<file path="config.mk">
export PLATFORM = sky130hd
export DESIGN_NAME = cap_reg_bank_flat
export DESIGN_NICKNAME = d
export VERILOG_FILES = /design/src/rtl/cap_reg_bank_if.sv /design/src/rtl/cap_reg_bank.sv /design/src/flat_wrapper.sv
export SDC_FILE = /design/constraint.sdc
export NUM_CORES = 1
export LEC_CHECK = 0
export BUFFER_PORTS_ARGS = -buffer_cell sky130_fd_sc_hd__buf_4
export CORE_MARGIN = 2
export CORE_UTILIZATION = 50
export DETAILED_ROUTE_END_ITERATION = 7
export PLACE_DENSITY = 0.88
export REMOVE_ABC_BUFFERS = 1
export SLEW_MARGIN = 20
export SYNTH_ARGS = -nofsm -noshare
export SYNTH_HDL_FRONTEND = slang
export SYNTH_SLANG_ARGS = --single-unit
</file>
<file path="constraint.sdc">
create_clock -name clk -period 2.3 [get_ports clk]
set_input_delay 0.345 -clock clk [delete_from_list [all_inputs] [get_ports clk]]
set_output_delay 0.345 -clock clk [all_outputs]
set_load 0.05 [all_outputs]
</file>
<file path="src/rtl/cap_reg_bank_if.sv">
// Bus bundle for cap_reg_bank: per-channel load/clear strobes in, captured words and status pulses out.
interface cap_reg_bank_if #(
  parameter int DW = 16,
  parameter int CH = 4
);
  logic [CH-1:0]    ld_en;
  logic [CH-1:0]    clr;
  logic [CH*DW-1:0] data_i;
  logic [CH*DW-1:0] data_o;
  logic [CH-1:0]    upd_o;
  logic [CH-1:0]    chg_o;
  logic [CH-1:0]    drop_o;
  logic [CH-1:0]    busy_o;

  modport master (
    output ld_en, clr, data_i,
    input  data_o, upd_o, chg_o, drop_o, busy_o
  );

  modport slave (
    input  ld_en, clr, data_i,
    output data_o, upd_o, chg_o, drop_o, busy_o
  );
endinterface

</file>
<file path="src/rtl/cap_reg_bank.sv">
// Multi-channel capture register bank with optional per-channel hold window.
// Each channel is an independent IDLE/HOLD machine keyed off its hold counter.
module cap_reg_bank #(
  parameter int            DW       = 16,
  parameter int            CH       = 4,
  parameter int            HOLD_CYC = 0,
  parameter logic [DW-1:0] RST_VAL  = '0,
  parameter string         REG_NAME = "cap_reg_bank"
) (
  input logic           clk,
  input logic           rst_n,
  cap_reg_bank_if.slave bus
);

  localparam int            CW      = (HOLD_CYC > 0) ? $clog2(HOLD_CYC + 1) : 1;
  localparam logic [CW-1:0] HOLD_LD = CW'(HOLD_CYC);

  typedef enum logic {
    IDLE = 1'b0,
    HOLD = 1'b1
  } state_e;

  for (genvar c = 0; c < CH; c++) begin : g_ch
    logic [DW-1:0] din;
    logic [DW-1:0] data_q, data_d;
    logic [CW-1:0] cnt_q, cnt_d;
    logic          upd_q, upd_d;
    logic          chg_q, chg_d;
    logic          drop_q, drop_d;
    logic          busy_q;
    state_e        state;

    assign din   = bus.data_i[c*DW +: DW];
    assign state = (cnt_q == '0) ? IDLE : HOLD;

    always_comb begin
      // NOTE: every signal gets a default before any branch, so no path can infer a latch.
      data_d = data_q;
      cnt_d  = (state == HOLD) ? cnt_q - 1'b1 : cnt_q;
      upd_d  = 1'b0;
      chg_d  = 1'b0;
      drop_d = 1'b0;
      if (bus.clr[c]) begin
        // Clear swallows a coincident load silently: no drop pulse.
        data_d = RST_VAL;
        cnt_d  = '0;
      end else if (bus.ld_en[c]) begin
        unique case (state)
          IDLE: begin
            data_d = din;
            upd_d  = 1'b1;
            chg_d  = (din != data_q);
            cnt_d  = HOLD_LD;
          end
          HOLD: drop_d = 1'b1;
          default: ;
        endcase
      end
    end

    always_ff @(posedge clk) begin
      // NOTE: state uses non-blocking assignments; the captured word is reset too because RST_VAL is architecturally visible.
      if (!rst_n) begin
        data_q <= RST_VAL;
        cnt_q  <= '0;
        upd_q  <= 1'b0;
        chg_q  <= 1'b0;
        drop_q <= 1'b0;
        busy_q <= 1'b0;
      end else begin
        data_q <= data_d;
        cnt_q  <= cnt_d;
        upd_q  <= upd_d;
        chg_q  <= chg_d;
        drop_q <= drop_d;
        busy_q <= (cnt_d != '0);
      end
    end

    assign bus.data_o[c*DW +: DW] = data_q;
    assign bus.upd_o[c]           = upd_q;
    assign bus.chg_o[c]           = chg_q;
    assign bus.drop_o[c]          = drop_q;
    assign bus.busy_o[c]          = busy_q;

`ifdef PLATFORM_SIM
    always @(posedge clk) begin
      assert (!$isunknown(bus.ld_en[c])) else $error("ld_en of %s: X on channel %0d", REG_NAME, c);
      assert (!$isunknown(bus.clr[c]))   else $error("clr of %s: X on channel %0d", REG_NAME, c);
    end
`endif
  end

endmodule

</file>
<file path="src/flat_wrapper.sv">
// flat-port wrapper written by rule: the top's interface ports become plain ports
module cap_reg_bank_flat 
#(
  parameter int            DW       = 16,
  parameter int            CH       = 4,
  parameter int            HOLD_CYC = 0,
  parameter logic [DW-1:0] RST_VAL  = '0,
  parameter string         REG_NAME = "            "
)
  (clk, rst_n, bus_ld_en, bus_clr, bus_data_i, bus_data_o, bus_upd_o, bus_chg_o, bus_drop_o, bus_busy_o);
  cap_reg_bank_if #(.DW(DW), .CH(CH)) bus_i ();
  input logic clk;
  input logic rst_n;
  input wire logic [$bits(bus_i.ld_en)-1:0] bus_ld_en;
  input wire logic [$bits(bus_i.clr)-1:0] bus_clr;
  input wire logic [$bits(bus_i.data_i)-1:0] bus_data_i;
  output wire logic [$bits(bus_i.data_o)-1:0] bus_data_o;
  output wire logic [$bits(bus_i.upd_o)-1:0] bus_upd_o;
  output wire logic [$bits(bus_i.chg_o)-1:0] bus_chg_o;
  output wire logic [$bits(bus_i.drop_o)-1:0] bus_drop_o;
  output wire logic [$bits(bus_i.busy_o)-1:0] bus_busy_o;
  assign bus_i.ld_en = bus_ld_en;
  assign bus_i.clr = bus_clr;
  assign bus_i.data_i = bus_data_i;
  assign bus_data_o = bus_i.data_o;
  assign bus_upd_o = bus_i.upd_o;
  assign bus_chg_o = bus_i.chg_o;
  assign bus_drop_o = bus_i.drop_o;
  assign bus_busy_o = bus_i.busy_o;
  cap_reg_bank #(.DW(DW), .CH(CH), .HOLD_CYC(HOLD_CYC), .RST_VAL(RST_VAL), .REG_NAME(REG_NAME)) u_core (.clk(clk), .rst_n(rst_n), .bus(bus_i));
endmodule
</file>
==> results.yml <==
outcome:
  status: "finished, violations left"
  violations: "DRC"
critical_path:
  crit_chain: "buf_4"
  required_ns: 1.96
  worstPathArrival_ns: 0.96
  slowest_stage: "dfxtp_1"
  cp_top_family: "flip-flops"
  critPathKind: "flip-flop to primary output"
  path_buf_inv: 1
  critical-path-max-stage-delay_ns: 0.40
  critPathLaunchType: "flip-flop"
  crit_path_end_kind: "primary output"
  path_max_fanout: 3
synthesis:
  syn_area_per_cell_um2: 10.1
  synthAdderAreaFrac: 0
  synthXorXnorAreaFrac: 0.167
  synth_area_um2: 3350
  seq_area_frac_synth: 0.430
  synth_top_family_by_area: "multiplexers"
  yosys.area_share.simple: 0.127
  synthMuxAreaShare: 0.191
  syn-instance-count: 333
  synth_cell_types: 14
  yosys_warnings: 0
  yosys_register_bits: 72
  synth_compound_area_frac: 0
timing:
  tightest_slew_ns: 0.721
  fin_crit_ns: 1.30
  worst_clock_skew_ns: 0.0128
  grt_setup_unrepaired: "no"
  hold_viol: 0
  fin_hold_ws_ns: 0.257
  finalCritPeriodShare: 0.567
  relSlewSlack: 0.519
  setup_violations: 0
  drv_slew: 0
  fmax_mhz: 767
  fin_tns_setup_ns: 0
final_layout:
  seqCellArea_um2: 1440
  antenna_cells: 0
  fillers: 493
  layout_common_cells: "buf_4 (145), dfxtp_1 (72), nor2_1 (68)"
  nNetsFinal: 538
  final_util: 0.699
  final_common_cell: "buf_4"
  drive_gt1_frac: 0.342
  multiInputGateArea_um2: 1660
  area_growth_syn_to_layout_pct: 34.0
  instances_no_fill: 545
floorplanning:
  rows: 29
  io_pins: 154
  core_area_um2: 6420
  die_x_um: 85.9
  dieArea_um2: 7370
  initial_core_util: 0.522
  die_h_um: 85.9
hold_path:
  hold_path.class: "input port to flip-flop"
detailed_routing:
  viasPerCell: 4.95
  drtPass1Iterations: 8
  drt_iter0_markers: 86
  wl_um: 7480
  ant_nets: 0
  vias: 2698
  drc: 9
  wl_per_cell_um: 13.7
pwr:
  p_per_area_nw_per_um2: 649
  p_leak_nw: 2.06
  vdd_drop_max_v: 0.000461
grt:
  overflow: 0
  track_usage: 0.209
  grt_pass1_vias: 2676
  grt_max_degree: 19
  grt_pass1_wl_um: 12200
  antenna_found_initial: 0
place:
  hpwl_um: 5780
  dp_cells: 530
  gp_congestion: 0.734
  portBuffers: 145
flow_run:
  maxCapViolations: 0
clocking:
  cts_made_buffers: 9
  clockRootBuffer: "clkbuf_8"
  cts_max_path_buffers: 2
  cts_resized: 0
  post-cts-setup-buffers: 0
  ctsHoldBuffers: 0
  cts_sinks: 72
  htree_levels: 3
  cts_tree: "yes"
  clk_latency_ns: 0.34
  path_clk_slew_ns: 0.08
==> kinds of logic (layout without fill, tap and decap cells) <==
logic type | count (synthesis) | in the layout
xor gates and xnor gates | 64 | 64
buffers and inverters | 36 | 164
DFF | 72 | 72
muxes | 64 | 64
other | 1 | 8
and+or+nand+nor | 96 | 96
==> worst paths after layout <==
check	startpoint	to	slack, ns	cells after the start
min	bus_data_i[1]	u_core.g_ch[0].data_q[1]	0.26	3
max	u_core.g_ch[2].data_q[1]	bus_data_o[33]	1.0	1
max reg2reg	u_core.g_ch[0].data_q[3]	u_core.g_ch[0].chg_q	1.12	4
min reg2reg	u_core.g_ch[1].data_q[8]	u_core.g_ch[1].data_q[8]	0.55	2
==> Yosys cell counts <==
| library cell | number | area (um^2) |
|---|---|---|
| nand2b_1 | 4 | 25.0 |
| nor2_1 | 68 | 255 |
| nor3_1 | 4 | 20.0 |
| conb_1 | 1 | 3.75 |
| dfxtp_1 | 72 | 1440 |
| buf_6 | 4 | 45.0 |
| buf_4 | 16 | 120 |
| mux2i_1 | 64 | 641 |
| nor4_1 | 4 | 25.0 |
| xnor2_1 | 64 | 561 |
| inv_1 | 4 | 15.0 |
| buf_8 | 4 | 60.1 |
| nand4_1 | 16 | 100 |
| buf_2 | 8 | 40.0 |
==> flip-flops by register name, summed over array words and instances, names as in the netlist <==
| signal | count |
|---|---|
| u_core.g_ch.upd_q | 4 |
| u_core.g_ch.chg_q | 4 |
| u_core.g_ch.data_q | 64 |
==> area by class of cell <==
type                            instances  share of cell area
Sequential cell                        72               0.321
Tap cell                               77              0.0214
Clock inverter                          5              0.0125
Clock buffer                           10              0.0306
Multi-Input combinational cell        232               0.369
Inverter                                4             0.00334
Timing Repair Buffer                  145               0.242
==> power by group <==
group	internal, mW	total [mW]	switching, mW
registers	1.29	1.32	0.0361
clock network	0.525	0.993	0.469
logic	0.253	0.597	0.344
total	2.07	2.91	0.849
==> layer usage <==
metal / vias up / global-route usage / routed length, um
met3: 11 / 0.0770 / 673
met2: 97 / 0.354 / 3740
met1: 1252 / 0.244 / 2960
met4: 0 / 0.0678 / 97
met5: - / 0 / 0
li1: 1338 / - / -
==> worst reg2reg max path: stages (launching register included) <==
cell and delay (ns):
dfxtp_1 0.34, xnor2_1 0.19, nand4_1 0.17, nor4_1 0.29
nor3_1 0.07
==> stage by stage <==
step           total power, mW  setup slack (ns)  cell area, um^2
2_1_floorplan             1.70             0.938             3110
3_3_place_gp              1.94              1.01             4300
3_5_place_dp              1.95             0.972             4300
4_1_cts                   2.94             0.988             4490
5_1_grt                   3.04             0.954             4490
6_report                  2.91             0.997             4490
Power figures use the tool's default switching activity.
